[src/rtl/mem_writeback_bridge_if.sv]
// Cache/Ram-side bus of the write-back bridge.
// The slave view belongs to the bridge; the master view to the cache and Ram around it.
interface mem_writeback_bridge_if #(
   parameter int WIDTH    = 32,
   parameter int AWIDTH   = 32,
   parameter int RAM_AW   = 16,
   parameter int WB_DEPTH = 4
);
   localparam int CW = $clog2(WB_DEPTH) + 1;

   // Cache memory port
   logic              mrden;
   logic [AWIDTH-1:0] mrdaddress;
   logic              mwren;
   logic [AWIDTH-1:0] mwraddress;
   logic [WIDTH-1:0]  mdout;
   logic [WIDTH-1:0]  mq;

   // Single-port Ram
   logic [RAM_AW-1:0] ram_addr;
   logic [WIDTH-1:0]  ram_din;
   logic              ram_we;
   logic              ram_re;
   logic [WIDTH-1:0]  ram_dout;
   logic              ram_valid;

   // Write-back queue status
   logic [CW-1:0]     wb_count;
   logic              wb_empty;
   logic              wb_full;
   logic              overflow_err;

   modport slave (
      input  mrden, mrdaddress, mwren, mwraddress, mdout, ram_dout, ram_valid,
      output mq, ram_addr, ram_din, ram_we, ram_re, wb_count, wb_empty, wb_full, overflow_err
   );

   modport master (
      output mrden, mrdaddress, mwren, mwraddress, mdout, ram_dout, ram_valid,
      input  mq, ram_addr, ram_din, ram_we, ram_re, wb_count, wb_empty, wb_full, overflow_err
   );
endinterface

[src/rtl/mem_writeback_bridge.sv]
// Write-back bridge between the cache memory port and a single-port Ram.
// Write-backs are queued in a coalescing FIFO and drained only in cycles without a
// refill read; refill reads that hit a queued (or same-cycle) write are forwarded.
module mem_writeback_bridge #(
   parameter int WIDTH    = 32,
   parameter int AWIDTH   = 32,
   parameter int RAM_AW   = 16,
   parameter int WB_DEPTH = 4
) (
   input  logic                  clk,
   input  logic                  reset_n,
   mem_writeback_bridge_if.slave bus
);
   localparam int PW = $clog2(WB_DEPTH);
   localparam int CW = PW + 1;

   // FIFO storage and control
   logic [RAM_AW-1:0] addr_q [WB_DEPTH];
   logic [WIDTH-1:0]  data_q [WB_DEPTH];
   logic [PW-1:0]     rd_ptr_q, rd_ptr_d;
   logic [PW-1:0]     wr_ptr_q, wr_ptr_d;
   logic [CW-1:0]     count_q, count_d;
   logic              empty_q, full_q;
   logic              overflow_q, overflow_d;

   // Read pipeline
   logic              rd_pend_q;
   logic              fwd_hit_q, fwd_hit_d;
   logic [WIDTH-1:0]  fwd_data_q, fwd_data_d;
   logic [WIDTH-1:0]  mq_q;

   logic [WB_DEPTH-1:0] valid;
   logic [RAM_AW-1:0]   rd_addr, wr_addr;
   logic                wr_hit;
   logic [PW-1:0]       wr_hit_idx;
   logic                fifo_full, drain, enq, pop;

   assign rd_addr   = bus.mrdaddress[RAM_AW-1:0];
   assign wr_addr   = bus.mwraddress[RAM_AW-1:0];
   assign fifo_full = (count_q == CW'(WB_DEPTH));

   // Mark the entries that lie between the read pointer and read pointer + count
   always_comb begin
      // NOTE: every combinational output gets a default first so no path leaves it unassigned (no latch).
      valid = '0;
      for (int i = 0; i < WB_DEPTH; i++) begin
         valid[i] = {1'b0, PW'(PW'(i) - rd_ptr_q)} < count_q;
      end
   end

   // Address match of the incoming write (coalesce) and of the refill read (forward)
   always_comb begin
      wr_hit     = 1'b0;
      wr_hit_idx = '0;
      fwd_hit_d  = 1'b0;
      fwd_data_d = '0;
      for (int i = 0; i < WB_DEPTH; i++) begin
         if (valid[i] && addr_q[i] == wr_addr) begin
            wr_hit     = 1'b1;
            wr_hit_idx = PW'(i);
         end
         if (valid[i] && addr_q[i] == rd_addr) begin
            fwd_hit_d  = 1'b1;
            fwd_data_d = data_q[i];
         end
      end
      // A write arriving in the same cycle is newer than anything queued
      if (bus.mwren && wr_addr == rd_addr) begin
         fwd_hit_d  = 1'b1;
         fwd_data_d = bus.mdout;
      end
   end

   // Queue bookkeeping: enqueue, drop, drain and pop decisions
   always_comb begin
      drain      = !bus.mrden && (count_q != '0);
      enq        = bus.mwren && !wr_hit && !fifo_full;
      overflow_d = overflow_q | (bus.mwren && !wr_hit && fifo_full);
      // A coalesce onto the head keeps it queued so the fresh data is drained later
      pop        = drain && !(bus.mwren && wr_hit && wr_hit_idx == rd_ptr_q);
      rd_ptr_d   = rd_ptr_q + PW'(pop);
      wr_ptr_d   = wr_ptr_q + PW'(enq);
      count_d    = count_q + CW'(enq) - CW'(pop);
   end

   // Ram port: reads win, otherwise the head entry is written back
   always_comb begin
      bus.ram_re   = reset_n && bus.mrden;
      bus.ram_we   = reset_n && drain;
      bus.ram_addr = bus.mrden ? rd_addr : addr_q[rd_ptr_q];
      bus.ram_din  = data_q[rd_ptr_q];
   end

   // FIFO payload: coalesce in place or append at the write pointer
   always_ff @(posedge clk) begin
      // NOTE: payload storage has no reset; validity comes solely from the reset pointers/count.
      if (bus.mwren && wr_hit) begin
         data_q[wr_hit_idx] <= bus.mdout;
      end else if (enq) begin
         addr_q[wr_ptr_q] <= wr_addr;
         data_q[wr_ptr_q] <= bus.mdout;
      end
   end

   // Control state, status flags and the refill pipeline
   always_ff @(posedge clk or negedge reset_n) begin
      if (!reset_n) begin
         rd_ptr_q   <= '0;
         wr_ptr_q   <= '0;
         count_q    <= '0;
         empty_q    <= 1'b1;
         full_q     <= 1'b0;
         overflow_q <= 1'b0;
         rd_pend_q  <= 1'b0;
         fwd_hit_q  <= 1'b0;
         fwd_data_q <= '0;
         mq_q       <= '0;
      end else begin
         // NOTE: sequential state uses non-blocking assignment so every flop samples pre-edge values.
         rd_ptr_q   <= rd_ptr_d;
         wr_ptr_q   <= wr_ptr_d;
         count_q    <= count_d;
         empty_q    <= (count_d == '0);
         full_q     <= (count_d == CW'(WB_DEPTH));
         overflow_q <= overflow_d;
         rd_pend_q  <= bus.mrden;
         if (bus.mrden) begin
            fwd_hit_q  <= fwd_hit_d;
            fwd_data_q <= fwd_data_d;
         end
         if (rd_pend_q) begin
            mq_q <= fwd_hit_q ? fwd_data_q : bus.ram_dout;
         end
      end
   end

   assign bus.mq           = mq_q;
   assign bus.wb_count     = count_q;
   assign bus.wb_empty     = empty_q;
   assign bus.wb_full      = full_q;
   assign bus.overflow_err = overflow_q;
endmodule
[src/flat_wrapper.sv]
// flat-port wrapper written by rule: the top's interface ports become plain ports
module mem_writeback_bridge_flat 
#(
   parameter int WIDTH    = 32,
   parameter int AWIDTH   = 32,
   parameter int RAM_AW   = 16,
   parameter int WB_DEPTH = 4
)
  (clk, reset_n, bus_mrden, bus_mrdaddress, bus_mwren, bus_mwraddress, bus_mdout, bus_ram_dout, bus_ram_valid, bus_mq, bus_ram_addr, bus_ram_din, bus_ram_we, bus_ram_re, bus_wb_count, bus_wb_empty, bus_wb_full, bus_overflow_err);
  mem_writeback_bridge_if #(.WIDTH(WIDTH), .AWIDTH(AWIDTH), .RAM_AW(RAM_AW), .WB_DEPTH(WB_DEPTH)) bus_i ();
  input  logic clk;
  input  logic reset_n;
  input wire logic [$bits(bus_i.mrden)-1:0] bus_mrden;
  input wire logic [$bits(bus_i.mrdaddress)-1:0] bus_mrdaddress;
  input wire logic [$bits(bus_i.mwren)-1:0] bus_mwren;
  input wire logic [$bits(bus_i.mwraddress)-1:0] bus_mwraddress;
  input wire logic [$bits(bus_i.mdout)-1:0] bus_mdout;
  input wire logic [$bits(bus_i.ram_dout)-1:0] bus_ram_dout;
  input wire logic [$bits(bus_i.ram_valid)-1:0] bus_ram_valid;
  output wire logic [$bits(bus_i.mq)-1:0] bus_mq;
  output wire logic [$bits(bus_i.ram_addr)-1:0] bus_ram_addr;
  output wire logic [$bits(bus_i.ram_din)-1:0] bus_ram_din;
  output wire logic [$bits(bus_i.ram_we)-1:0] bus_ram_we;
  output wire logic [$bits(bus_i.ram_re)-1:0] bus_ram_re;
  output wire logic [$bits(bus_i.wb_count)-1:0] bus_wb_count;
  output wire logic [$bits(bus_i.wb_empty)-1:0] bus_wb_empty;
  output wire logic [$bits(bus_i.wb_full)-1:0] bus_wb_full;
  output wire logic [$bits(bus_i.overflow_err)-1:0] bus_overflow_err;
  assign bus_i.mrden = bus_mrden;
  assign bus_i.mrdaddress = bus_mrdaddress;
  assign bus_i.mwren = bus_mwren;
  assign bus_i.mwraddress = bus_mwraddress;
  assign bus_i.mdout = bus_mdout;
  assign bus_i.ram_dout = bus_ram_dout;
  assign bus_i.ram_valid = bus_ram_valid;
  assign bus_mq = bus_i.mq;
  assign bus_ram_addr = bus_i.ram_addr;
  assign bus_ram_din = bus_i.ram_din;
  assign bus_ram_we = bus_i.ram_we;
  assign bus_ram_re = bus_i.ram_re;
  assign bus_wb_count = bus_i.wb_count;
  assign bus_wb_empty = bus_i.wb_empty;
  assign bus_wb_full = bus_i.wb_full;
  assign bus_overflow_err = bus_i.overflow_err;
  mem_writeback_bridge #(.WIDTH(WIDTH), .AWIDTH(AWIDTH), .RAM_AW(RAM_AW), .WB_DEPTH(WB_DEPTH)) u_core (.clk(clk), .reset_n(reset_n), .bus(bus_i));
endmodule
[config.mk]
export PLATFORM = sky130hd
export DESIGN_NAME = mem_writeback_bridge_flat
export DESIGN_NICKNAME = d
export VERILOG_FILES = /design/src/rtl/mem_writeback_bridge_if.sv /design/src/rtl/mem_writeback_bridge.sv /design/src/flat_wrapper.sv
export SDC_FILE = /design/constraint.sdc
export NUM_CORES = 1
export LEC_CHECK = 0
export BUFFER_PORTS_ARGS = -buffer_cell sky130_fd_sc_hd__buf_2
export CAP_MARGIN = 20
export CORE_ASPECT_RATIO = 2
export CORE_MARGIN = 5
export CORE_UTILIZATION = 37
export DETAILED_ROUTE_END_ITERATION = 6
export GPL_TIMING_DRIVEN = 0
export HOLD_SLACK_MARGIN = 0.03
export PLACE_DENSITY = 0.6
export SLEW_MARGIN = 20
export SYNTH_ARGS = -nofsm -noshare
export SYNTH_HDL_FRONTEND = slang
export SYNTH_SLANG_ARGS = --single-unit
[constraint.sdc]
create_clock -name clk -period 6.88 [get_ports clk]
set_clock_uncertainty 0.1 [all_clocks]
set_input_delay 1.032 -clock clk [delete_from_list [all_inputs] [get_ports clk]]
set_output_delay 1.032 -clock clk [all_outputs]
set_load 0.02 [all_outputs]
==> results.yml <==
outcome:
  status: "complete, no violations"
power_and_ir_drop:
  power.total_mw: 5.61
  combPwrFrac: 0.346
  seq_power_share: 0.389
  power_density_nw_per_um2: 357
  leakage_nw: 5.70
  power.switching_mw: 1.99
  p_int_mw: 3.62
  pwr-share-clk: 0.265
  p_sw_frac: 0.355
  ir_drop_mv: 0.220
clocking:
  ctsResizeCount: 0
  clockBufferDepth: 3
  cts_tree: "yes"
  numCtsBuffers: 26
  root_buffer: "clkbuf_16"
  clk_pin_slew_ps: 70
  postCtsHoldBufs: 0
  post_cts_buffers: 0
  h-tree-depth: 1
  clk_latency_ps: 550
  cts_sinks: 268
global_route:
  grt_pass1_wl_um: 64000
  grt_max_degree: 47
  grt.overflow.total: 0
  track_usage: 0.219
  grt_pass1_vias: 10000
  antenna_found_initial: 6
sta:
  drv_slew: 0
  relSlewSlack: 0.292
  finalSetupViolations: 0
  tightest_slew_ps: 1050
  holdWs_ps: 352
  setup_slack_ps: 1270
  hold_viol: 0
  rsz0062_at_grt: "false"
  period_needed_ps: 5610
  fmax_ghz: 0.178
  period_share: 0.815
  setup_tns_ps: 0
run:
  maxCapViolCount: 0
routing:
  topRoutingLayerUsed: "met5"
  wl_met1_um: 14400
  vias_per_cell: 5.54
  drc_errors: 0
  wl_met3_um: 1920
  wl_um: 44400
  first_pass_iters: 7
  wl_met2_um: 25800
  ant_nets: 0
  num_vias: 9168
  drt_iter0_drc: 578
  wl_per_cell_um: 26.8
die:
  die_y_um: 277
  die-area_um2: 39800
  initial_core_util: 0.371
  core_um2: 35600
  die_w_um: 144
  ios: 221
  fp-row-count: 98
place:
  place_ws_ps: 1100
  place_inst: 1602
  hpwlAfterDp_um: 33300
  gp_congestion: 0.919
  portBuffers: 171
  post_dp_cell_area_um2: 14800
setup_path:
  crit_buf_inv: 5
  r2r-end: "u_core.bus.wb_full"
  r2r-start: "u_core.rd_ptr_q[1]"
  slowest_stage: "clkbuf_1"
  r2r_setup_slack_ps: 1270
  cpPeakStageDelay_ps: 640
  crit_top_cell: "xnor2_1"
  crit_type: "reg2reg"
  cp_num_cells: 19
  crit_fanout: 10
  r2r_cells: 19
  worstPathArrival_ps: 5970
  critPathCaptureType: "register"
  start_kind: "register"
  cp_cell_sequence: "clkbuf_1 -> clkbuf_1 -> buf_1 -> xnor2_1 -> ha_1 -> a21oi_1 -> nor2_1 -> nor2_1 -> o31ai_1 -> xnor2_1 -> a31oi_1 -> ha_1 -> inv_1 -> ha_1 -> inv_1 -> fa_1 -> xnor2_1 -> xnor2_1 -> nor3b_1"
  crit_required_ps: 7240
  crit_family: "buffers and inverters"
finish:
  stdcell_area_um2: 15700
  drive_above_1_share: 0.263
  fin_util: 0.442
  final_cell_mix: "192 x edfxtp_1, 186 x buf_2, 90 x xor2_1, 75 x dfrtp_1, 70 x clkbuf_1"
  final_cells: 1654
  area_growth_pct: 19.0
  fillCellCount: 3269
  nets: 1322
  final_common_cell: "edfxtp_1"
logic_synthesis:
  synth_area_um2: 13200
  ys_types: 48
  synth_ff_type: "edfxtp_1"
  synth_edf_count: 192
  synth_nets: 1116
  syn_inst: 974
  syn_area_per_cell_um2: 13.6
  async_reset_ff_frac: 0.284
  synth_seq_area_share: 0.581
  yosysWarnings: 0
  synth_seq_cells: 268
worst_hold_path:
  hp-class: "in2async"
worst max path at each step:
stage                                   from                    to  slack [ps]
after floorplan           u_core.rd_ptr_q[0]   u_core.data_q[1][0]        1920
final                     u_core.rd_ptr_q[1]    u_core.bus.wb_full        1270
after detailed placement  u_core.rd_ptr_q[1]  u_core.data_q[3][12]        1100
after global placement    u_core.rd_ptr_q[1]  u_core.data_q[3][17]        -790
after global routing      u_core.rd_ptr_q[1]    u_core.bus.wb_full         920
after CTS                 u_core.rd_ptr_q[1]  u_core.data_q[3][15]        1090
metal layers:
| layer | vias up | track usage |
|---|---|---|
| li1 | 4087 | - |
| met1 | 4685 | 0.221 |
| met2 | 307 | 0.429 |
| met3 | 85 | 0.0276 |
| met4 | 4 | 0.101 |
| met5 | - | 0 |
cell type report:
class,count,area [um^2],area share
clock buffers,40,818,0.0521
diodes,4,10.0,0.000637
inverters,9,33.8,0.00215
repair buffers,178,985,0.0627
well taps,450,563,0.0358
multi-input cells,610,5200,0.331
flip-flops and latches,268,7670,0.488
plain buffers,87,354,0.0225
clock inverters,8,75.1,0.00478
power groups by stage:
stage | sequential, mW | clock, mW | combinational, mW
finish | 2.18 | 1.49 | 1.94
global route | 2.20 | 1.58 | 2.06
CTS | 2.18 | 1.51 | 1.98
detailed placement | 2.21 | 0 | 1.97
global placement | 2.22 | 0 | 1.91
floorplan | 2.21 | 0 | 1.18
worst reg2reg max path, cell delays in order, from the launching register on:
cell,delay (ps)
dfrtp_1,350
clkbuf_1,370
clkbuf_1,640
buf_1,630
xnor2_1,190
ha_1,320
a21oi_1,50
nor2_1,310
nor2_1,100
o31ai_1,540
xnor2_1,120
a31oi_1,290
ha_1,280
inv_1,60
ha_1,130
inv_1,50
fa_1,400
xnor2_1,150
xnor2_1,220
nor3b_1,210
synthesized netlist by cell type (3+ instances only):
cell type / n / share of area
a21oi_1: 50 / 0.019
nor4_1: 27 / 0.013
edfxtp_1: 192 / 0.44
or2_2: 3 / 0.0014
nand3_1: 19 / 0.0072
clkbuf_1: 63 / 0.018
dfrtp_1: 75 / 0.14
buf_2: 15 / 0.0057
o211a_1: 9 / 0.0068
xor2_1: 90 / 0.060
buf_1: 8 / 0.0023
xnor2_1: 60 / 0.040
o21ai_1: 19 / 0.0072
inv_1: 9 / 0.0026
o21ai_0: 36 / 0.014
nand4_1: 17 / 0.0081
nor2_1: 53 / 0.015
mux2_2: 16 / 0.014
a221oi_1: 44 / 0.029
nor3_1: 3 / 0.0011
ha_1: 8 / 0.0076
nor2b_1: 32 / 0.015
mux2i_1: 41 / 0.031
nand2_1: 10 / 0.0028
mux4_2: 48 / 0.082
flip-flops by register name, summed over array words and instances (netlist names):
register                 count
u_core.addr_q               64
u_core.bus.mq               32
u_core.bus.overflow_err      1
u_core.bus.wb_count          3
u_core.bus.wb_empty          1
u_core.bus.wb_full           1
u_core.data_q              128
u_core.fwd_data_q           32
u_core.fwd_hit_q             1
u_core.rd_pend_q             1
u_core.rd_ptr_q              2
u_core.wr_ptr_q              2
cells by family after synthesis:
group,count (synthesis),synth area share
DFF,268,0.581
AOI/OAI and AO/OA,171,0.0841
xor gates and xnor gates,150,0.0995
buffers and inverters,96,0.0293
muxes,105,0.127
and+or+nand+nor,175,0.0706
adders and majority gates,9,0.00910
(Power assumes the default switching activity.)
